[src/rtl/uc_secuenciador.sv]
// Control unit for the 8-bit single-cycle datapath: opcode/zero-flag decode plus a run/halt/step sequencer.
// Optional retired-instruction counter (output retired_o) is built when UC_PERFCNT_EN is defined.
module uc_secuenciador (
  input  logic       clk_i,
  input  logic       reset_i,
  input  logic [5:0] opcode_i,
  input  logic       z_i,
  input  logic       start_i,
  input  logic       dbg_halt_i,
  input  logic       dbg_step_i,
  output logic       s_inc_o,
  output logic       s_inm_o,
  output logic       we3_o,
  output logic       wez_o,
  output logic [2:0] op_o,
  output logic       pc_we_o,
  output logic       running_o,
  output logic       halted_o,
  output logic       step_done_o,
`ifdef UC_PERFCNT_EN
  output logic [15:0] retired_o,
`endif
  output logic       illegal_o
);

  // state  | meaning
  // IDLE   | after reset, waiting for start
  // RUN    | executing one instruction per cycle
  // HALTED | stopped by HALT opcode or debug host
  // STEP   | executing a single debug-stepped instruction
  typedef enum logic [1:0] {
    IDLE   = 2'd0,
    RUN    = 2'd1,
    HALTED = 2'd2,
    STEP   = 2'd3
  } state_t;

  state_t state_q, state_d;
  logic   step_done_q, step_done_d;
  logic   illegal_q, illegal_d;
  logic   exec;
  logic   halt_op;
  logic   illegal_op;
  logic   unused_opcode_lsbs;

  assign unused_opcode_lsbs = ^opcode_i[1:0];
  assign exec = (state_q == RUN) || (state_q == STEP);

  always_comb begin
    s_inc_o    = 1'b1;
    s_inm_o    = 1'b0;
    we3_o      = 1'b0;
    wez_o      = 1'b0;
    op_o       = 3'b000;
    pc_we_o    = 1'b0;
    halt_op    = 1'b0;
    illegal_op = 1'b0;
    if (exec) begin
      pc_we_o = 1'b1;
      if (opcode_i[5]) begin
        op_o  = opcode_i[4:2];
        we3_o = 1'b1;
        wez_o = 1'b1;
      end else begin
        case (opcode_i[4:2])
          3'b000: begin
            s_inm_o = 1'b1;
            we3_o   = 1'b1;
          end
          3'b001:  s_inc_o = 1'b0;
          3'b010:  s_inc_o = ~z_i;
          3'b011:  s_inc_o = z_i;
          3'b100:  halt_op = 1'b1;
          3'b101:  ;
          default: illegal_op = 1'b1;
        endcase
      end
    end
  end

  always_comb begin
    state_d     = state_q;
    step_done_d = (state_q == STEP);
    illegal_d   = illegal_q | illegal_op;
    case (state_q)
      IDLE: if (start_i) state_d = RUN;
      RUN:  if (halt_op || dbg_halt_i) state_d = HALTED;
      HALTED: begin
        // a step request wins over a simultaneous resume
        if (dbg_step_i)                    state_d = STEP;
        else if (start_i && !dbg_halt_i)   state_d = RUN;
      end
      STEP:    state_d = HALTED;
      default: state_d = IDLE;
    endcase
  end

  always_ff @(posedge clk_i or posedge reset_i) begin
    if (reset_i) begin
      state_q     <= IDLE;
      step_done_q <= 1'b0;
      illegal_q   <= 1'b0;
    end else begin
      state_q     <= state_d;
      step_done_q <= step_done_d;
      illegal_q   <= illegal_d;
    end
  end

  assign running_o   = (state_q == RUN);
  assign halted_o    = (state_q == HALTED);
  assign step_done_o = step_done_q;
  assign illegal_o   = illegal_q;

`ifdef UC_PERFCNT_EN
  logic [15:0] retired_q, retired_d;

  assign retired_d = exec ? retired_q + 16'd1 : retired_q;

  always_ff @(posedge clk_i or posedge reset_i) begin
    if (reset_i) retired_q <= 16'd0;
    else         retired_q <= retired_d;
  end

  assign retired_o = retired_q;
`endif

endmodule

[config.mk]
export PLATFORM = sky130hd
export DESIGN_NAME = uc_secuenciador
export DESIGN_NICKNAME = d
export VERILOG_FILES = /design/src/rtl/uc_secuenciador.sv
export SDC_FILE = /design/constraint.sdc
export NUM_CORES = 1
export LEC_CHECK = 0
export BUFFER_PORTS_ARGS = -buffer_cell sky130_fd_sc_hd__buf_2
export CAP_MARGIN = 10
export CORE_AREA = 2 2 39 41
export CTS_CLUSTER_SIZE = 14
export DETAILED_ROUTE_END_ITERATION = 7
export DIE_AREA = 0 0 41 43
export GPL_TIMING_DRIVEN = 0
export MAX_ROUTING_LAYER = met4
export PLACE_DENSITY_LB_ADDON = 0.3
export SKIP_CTS_REPAIR_TIMING = 1
export SLEW_MARGIN = 20
export SYNTH_ARGS = -nofsm -noshare
export SYNTH_HDL_FRONTEND = slang
export SYNTH_SLANG_ARGS = --single-unit
[constraint.sdc]
create_clock -name clk_i -period 0.9 [get_ports clk_i]
set_input_delay 0 -clock clk_i [delete_from_list [all_inputs] [get_ports clk_i]]
set_output_delay 0 -clock clk_i [all_outputs]
set_load 0.01 [all_outputs]
; Yosys cells after proc, flatten, opt, wreduce, memory -nomap -nowiden
; Cells that the tools add are included.
[word_totals]
regBits = 4
input_bits = 12
out_inout_bits = 12
word_cells = 48
[op_classes]
eq_ne = 11
muxes = 24
n_bitwise = 2
n_reduce_logical = 8
[ops]
columns = op, count
row1 = $mux W1, 16
row2 = $mux W2, 4
row3 = $pmux W2 S4, 1
row4 = $eq A3 B2 Y1 const B, 2
row5 = $eq A3 B3 Y1 const B, 2
row6 = $mux W3, 2
row7 = $reduce_or A6 Y1, 1
row8 = $eq A2 B2 Y1 const B, 2
row9 = $eq A3 B1 Y1 const B, 1
row10 = $logic_not A3 Y1, 1
row11 = $ne A3 B2 Y1 const B, 1
row12 = $pmux W1 S3, 1
row13 = $reduce_and A3 Y1, 1
row14 = $eq A2 B1 Y1 const B, 1
row15 = $logic_not A2 Y1, 1
row16 = $logic_or A1 B1 Y1, 2
row17 = $ne A2 B1 Y1 const B, 1
row18 = $ne A2 B2 Y1 const B, 1
row19 = $logic_and A1 B1 Y1, 1
row20 = $logic_not A1 Y1, 1
row21 = $not A1 Y1, 1
row22 = $or A1 B1 Y1, 1

; Depth between registers and ports, before layout
; Gate-level depths: netlist of run 1.
[depth]
depth_word = 7
depth_mapped = 3

; Worst setup path before layout of run 1
; OpenSTA, ideal clock, no wires.
[synth_timing]
kind = register to register
from = register state_q[0]
to = register state_q[1]
setup_time_ns = 0.128
t_arrival_ns = 0.852
required_ns = 0.772
slack_ns = -0.080
path_stages_with_launch = 4
path_buffers = 1
period_less_slack_ns = 0.980
path_cell_list = dfrtp_1 > clkbuf_1 > o31ai_1 > nand2_1
[synth_via]
elab_chain_cells = 6
word_cells_on_any_way = 12
[synth_rtl]
columns = item, line
row1 = "start, declared", 38  ; state_t state_q, state_d;
row2 = "start signal, assigned", 104  ; state_q <= state_d;
row3 = $eq A2 B1 Y1 / $eq A2 B2 Y1 (equally long branches), "47, 85"
row4 = $logic_or A1 B1 Y1, 47  ; assign exec = (state_q == RUN) || (state_q == STEP);
row5 = $mux W1, 58  ; if (exec) begin
row6 = $logic_or A1 B1 Y1, 87  ; RUN: if (halt_op || dbg_halt_i) state_d = HALTED;
row7 = $ne A2 B1 Y1 (no line), n/a
row8 = $reduce_and A3 Y1 (no line), n/a
; Parallel ways exist; a longest one is shown, timed or not.
; A chain may end at the register's enable or synchronous reset.

; Final worst setup path of run 1
[layout_timing]
from = register state_q[0]
to = output port s_inc_o
[layout_via]
elab_chain_cells = 3
word_cells_on_any_way = 4
[layout_rtl]
columns = item, line
row1 = $eq A2 B1 Y1 / $eq A2 B2 Y1 (equally long branches), 47
row2 = $logic_or A1 B1 Y1 *, 47
row3 = $mux W1 *, 58
row4 = "end, declared", 11  ; output logic s_inc_o,
; Mark *: on every way between the ends. The rest lies on a longest branch, timed or not.

==> results of run 1 <==
## cells by family (layout without fill, tap and decap cells)
kind of cell | count (synthesis) | in the layout | share of synthesized area
xor+xnor | 1 | 1 | 0.0326
buf+inv | 3 | 30 | 0.0419
flops | 4 | 4 | 0.372
compound gates | 6 | 6 | 0.149
simple gates | 19 | 19 | 0.405
## power by group
part | leakage [nW] | total (mW) | internal (mW) | switching [mW]
clock network | 0.0138 | 0.222 | 0.149 | 0.0725
registers | 0.0435 | 0.348 | 0.263 | 0.0849
logic | 0.187 | 0.669 | 0.359 | 0.309
## final cells by class
| cell class | count | share of cell area |
|---|---|---|
| Tap cell | 16 | 0.0428 |
| Inverter | 1 | 0.00802 |
| Sequential cell | 4 | 0.217 |
| Multi-Input combinational cell | 26 | 0.369 |
| Buffer | 2 | 0.0374 |
| Clock buffer | 3 | 0.0481 |
| Timing Repair Buffer | 24 | 0.278 |
## per-layer routing
layer | wire (um) | part of all wire | vias to the layer above | track usage
met5 | 0 | 0 | - | -
met4 | 18 | 0.023 | 0 | 0.0400
met3 | 79 | 0.10 | 3 | 0.0628
met2 | 355 | 0.46 | 18 | 0.138
met1 | 321 | 0.41 | 149 | 0.0656
li1 | - | - | 168 | -
## synth_stat cells, types with 2 or more instances
master,count,area (sq um)
sky130_fd_sc_hd__dfrtp_1,4,100
sky130_fd_sc_hd__nand2_1,3,11.3
sky130_fd_sc_hd__and2_1,2,12.5
sky130_fd_sc_hd__and3_1,2,12.5
sky130_fd_sc_hd__clkbuf_1,2,7.51
sky130_fd_sc_hd__nand2b_1,2,12.5
sky130_fd_sc_hd__nor2_1,2,7.51
sky130_fd_sc_hd__nor2b_1,2,12.5
sky130_fd_sc_hd__o21a_1,2,15.0
## worst min-delay path, cell delays in order
cell	delay (ps)
sky130_fd_sc_hd__buf_2	110
sky130_fd_sc_hd__o31ai_2	70
sky130_fd_sc_hd__nand2_1	50
## registers in the layout, indices dropped and copies added, names as in the netlist
signal and cells:
state_q 2, step_done_o 1, illegal_o 1
## worst paths after layout
path | start | to
worst min register to register | illegal_o | illegal_o
worst max register to register | state_q[0] | state_q[0]
worst max-delay path | state_q[0] | s_inc_o
max in group asynchronous | reset_i | state_q[0]
min in group asynchronous | reset_i | illegal_o
worst min-delay path | dbg_step_i | state_q[1]
==> out/qor.csv, run 1 <==
metric,value,unit
final_period_demand_of_the_worst_path,1180,ps
run_status,"finished, violations left",
layout_commonest_cell,sky130_fd_sc_hd__buf_2,
ys.flop_type,sky130_fd_sc_hd__dfrtp_1,
ios,24,
worstPathCellList,"nand2b_4, or3_1, buf_2",
die_width,41,um
drive_above_1_share,0.550,
tritoncts_clock_tree,built,
worst_ep_required_time,900,ps
post-route-util,0.338,
cap_viol_max_count,0,
timing.setup.tns,-2360,ps
drt_iter0_drc,8,
flow.area_growth_from_synthesis,74.0,%
final_cell_count_without_fillers,76,
cts-root-to-sink-buffers,2,
power_density,2650,mW/mm^2
routabilityCongestion,0.721,
dieArea,0.00176,sq mm
grt_first_pass_wirelength,931,um
cp_slowest_cell,sky130_fd_sc_hd__dfrtp_2,
async_reset_ff_frac,1.00,
grt_max_degree,11,
critical-path-max-stage-delay,410,ps
first_global_vias,271,
dpl-instance-area,404,sq um
max-slew-margin-rel,0.826,
drt_drc_violations_left,0,
ys_ff_latch,4,
syn_area,269,sq um
cts_inserted_buffers,3,
n_fill_cell,152,
syn_avg_cell_area,8.15,sq um
antenna_found_initial,0,
cp.depth,3,
grt_setup_unrepaired,yes,
clkLatencyLatePin,230,ps
synth-seq-area-share,0.372,
max_slew.worst_pin.slew,257,ps
postRouteAntennaNets,0,
ctsRootBufferMaster,sky130_fd_sc_hd__clkbuf_4,
worst_path_dominant_cell_family,flip-flops,
irDropWorstVdd,0.915,mV
avgViaCountPerCell,4.45,
timing_worst_setup_path_type,register to output port,
final_cell_area,468,sq um
cts.sink_count,4,
placement_rows,14,
globalRoute.totalOverflow,0,
synth_nets,45,
timing.final.hold_violations,0,
hold-path-cell-count,3,
fin_ws,-275,ps
antennaDiodeCount,0,
timing.final.crit_share,1.31,
power.static_leakage,0.244,nW
synthDistinctLibCells,21,
synthesis.instances,33,
worst-r2r-cell-count,5,
final_nets,74,
critical_path_buf_inv_count,1,
synth_enable_flop_cells,0,
reg2reg_slack,-220,ps
hpwlAfterDp,534,um
multiInputGateArea,173,sq um
violations,negative setup slack,
start_util,0.194,
storage_element_area,101,sq um
max_freq,851,MHz
report.final.setup_viol,12,
fin_worst_hold_slack,27.5,ps
drt-pass1-iter-count,4,
final_max_slew_viol_count,0,
finalPower,1.24,mW
gr-usage-all-layers,0.0849,
routed_wire_length_per_instance,10.2,um
worst_ep_arrival_time,1180,ps
path_max_fanout,3,
startpoint_type,register,
die_h,43,um
skew,0.284,ps
io_buffers,21,
timing.hold.worst.class,input port to register,
layout_common_cells,"sky130_fd_sc_hd__buf_2, sky130_fd_sc_hd__nand2_1, sky130_fd_sc_hd__clkbuf_4, sky130_fd_sc_hd__dfrtp_1",
cts.reportedPaths.clkPinSlew,40,ps
route.final.wire_length,775,um
h-tree-depth,1,
placedCellCount,70,
route.vias.total,338,
design.core.area,0.00138,sq mm
endpoint_kind,output port,
dp_slack,-118,ps
synthesis.yosys.warnings,0,
No activity file was read; power rests on OpenSTA's default activity.
==> inputs of run 2 (changes only) <==
--- a/config.mk
+++ b/config.mk
@@ -6,14 +6,16 @@
 export NUM_CORES = 1
 export LEC_CHECK = 0
 export BUFFER_PORTS_ARGS = -buffer_cell sky130_fd_sc_hd__buf_2
-export CAP_MARGIN = 10
+export CAP_MARGIN = 20
 export CORE_AREA = 2 2 39 41
 export CTS_CLUSTER_SIZE = 14
 export DETAILED_ROUTE_END_ITERATION = 7
 export DIE_AREA = 0 0 41 43
+export GPL_ROUTABILITY_DRIVEN = 0
 export GPL_TIMING_DRIVEN = 0
 export MAX_ROUTING_LAYER = met4
 export PLACE_DENSITY_LB_ADDON = 0.3
+export SETUP_SLACK_MARGIN = 0.15
 export SKIP_CTS_REPAIR_TIMING = 1
 export SLEW_MARGIN = 20
 export SYNTH_ARGS = -nofsm -noshare
==> run 2 against run 1 <==
The run still ends with negative setup slack left. Via count is 0.59% lower. Flip-flop and latch count stayed put. Sequential power is 4% lower. Sequential share of layout area is 4.1 points lower. Non-clock buffer count is 2 higher. Final cell count is 2.6% higher. Wire length is 1.2% higher. Critical endpoint is now we3_o. Worst hold slack worse by 20 ps. Global-route usage is 0.53 points lower. Highest routed layer is now met3. Largest power group unchanged.
==> out/qor.csv, run 2 (same netlist as run 1, synthesis figures left out) <==
metric,value,unit
run_status,"finished, violations left",
violations,negative setup slack,
route.final.wire_length,784,um
timing.final.hold_violations,0,
final_cell_area,577,sq um
cap_viol_max_count,0,
drt_drc_violations_left,0,
design.core.area,0.00138,sq mm
report.final.setup_viol,12,
final_max_slew_viol_count,0,
n_fill_cell,150,
startpoint_type,register,
drt-pass1-iter-count,2,
h-tree-depth,1,
drt_iter0_drc,4,
cts_inserted_buffers,3,
irDropWorstVdd,0.763,mV
fin_ws,-265,ps
dieArea,0.00176,sq mm
route.vias.total,336,
power_density,2560,mW/mm^2
skew,2.65,ps
final_cell_count_without_fillers,78,
placement_rows,14,
max-slew-margin-rel,0.848,
timing.final.crit_share,1.29,
power.static_leakage,0.271,nW
worst_ep_required_time,900,ps
cts.reportedPaths.clkPinSlew,40,ps
die_width,41,um
ctsRootBufferMaster,sky130_fd_sc_hd__clkbuf_4,
max_slew.worst_pin.slew,224,ps
antennaDiodeCount,0,
hold-path-cell-count,3,
worstHoldEndpoint,state_q[1],
grt_max_degree,11,
globalRoute.totalOverflow,0,
dpl-instance-area,415,sq um
flow.area_growth_from_synthesis,114,%
worstPathCellList,"buf_6, clkbuf_16, o21a_1, buf_2",
worst_ep_arrival_time,1170,ps
drive_above_1_share,0.629,
ios,24,
startpoint_of_the_tightest_hold_check_path,dbg_step_i,
largest_register_ff_count,2,
dp_slack,-158,ps
final_period_demand_of_the_worst_path,1170,ps
start_util,0.194,
path_max_fanout,5,
die_h,43,um
critical-path-max-stage-delay,430,ps
timing.hold.worst.class,input port to register,
worst_setup_path_startpoint,state_q[0],
placedCellCount,70,
avgViaCountPerCell,4.31,
routed_wire_length_per_instance,10.1,um
worst-r2r-cell-count,4,
largest_register,state_q,
first_global_vias,245,
reg2reg_slack,-210,ps
clkLatencyLatePin,230,ps
regToRegEndpoint,state_q[1],
layout_commonest_cell,sky130_fd_sc_hd__buf_2,
grt_first_pass_wirelength,910,um
max_freq,858,MHz
reg2reg_from,state_q[0],
cp_slowest_cell,sky130_fd_sc_hd__dfrtp_2,
cts.sink_count,4,
cts-root-to-sink-buffers,2,
io_buffers,21,
tritoncts_clock_tree,built,
timing_worst_setup_path_type,register to output port,
postRouteAntennaNets,0,
endpoint_kind,output port,
gr-usage-all-layers,0.0795,
antenna_found_initial,0,
layout_common_cells,"sky130_fd_sc_hd__buf_2, sky130_fd_sc_hd__buf_6",
final_nets,76,
grt_setup_unrepaired,yes,
run 2: cell count changes in the layout (fill, tap and decap cells not counted), moves of 2 or more:
cell	change
sky130_fd_sc_hd__buf_6	+7
sky130_fd_sc_hd__buf_2	-5
sky130_fd_sc_hd__and3_4	+3
sky130_fd_sc_hd__and3_1	-2
run 2: critical path, delay by kind of cell, from the launching register on:
family | cells | cell delay (ps)
AOI/OAI and AO/OA | 1 | 100
buffers and inverters | 3 | 410
DFF | 1 | 430
run 2: layer usage:
layer	GRT usage	routed length (um)	vias up
met4	0.0400	0	0
met1	0.0879	324	148
met5	-	0	-
met2	0.119	378	16
met3	0.0314	81	0
li1	-	-	172
run 2: per-stage QoR:
step           power, mW  utilization  hold WS [ps]  TNS (ps)
2_1_floorplan      0.688            -          -234     -40.7
3_3_place_gp       0.909        0.300          -114      -314
3_5_place_dp       0.907        0.300          -109      -331
4_1_cts             1.14        0.316          -362     -2310
5_1_grt             1.59        0.417          12.3     -3220
6_report            1.48        0.417          7.94     -2690
run 2: worst max-delay path by stage:
| stage | slack, ps | endpoint |
|---|---|---|
| after floorplan | -40 | state_q[1] |
| after global placement | -150 | s_inc_o |
| after detailed placement | -160 | s_inc_o |
| after CTS | -420 | s_inc_o |
| after global routing | -300 | running_o |
| final | -270 | we3_o |
run 2: layout make-up:
type	instances	area (sq um)	share of cell area
Buffer	2	18.8	0.0325
Clock buffer	3	22.5	0.0390
Inverter	1	3.75	0.00651
Multi-Input combinational cell	26	209	0.362
Sequential cell	4	101	0.176
Tap cell	16	20.0	0.0347
Timing Repair Buffer	26	201	0.349
run 2: where the power goes:
group          leakage [nW]  switching, mW  internal [mW]
clock network        0.0138         0.0692          0.149
registers            0.0435         0.0716          0.263
logic                 0.213          0.369          0.553
total                 0.271          0.510          0.965
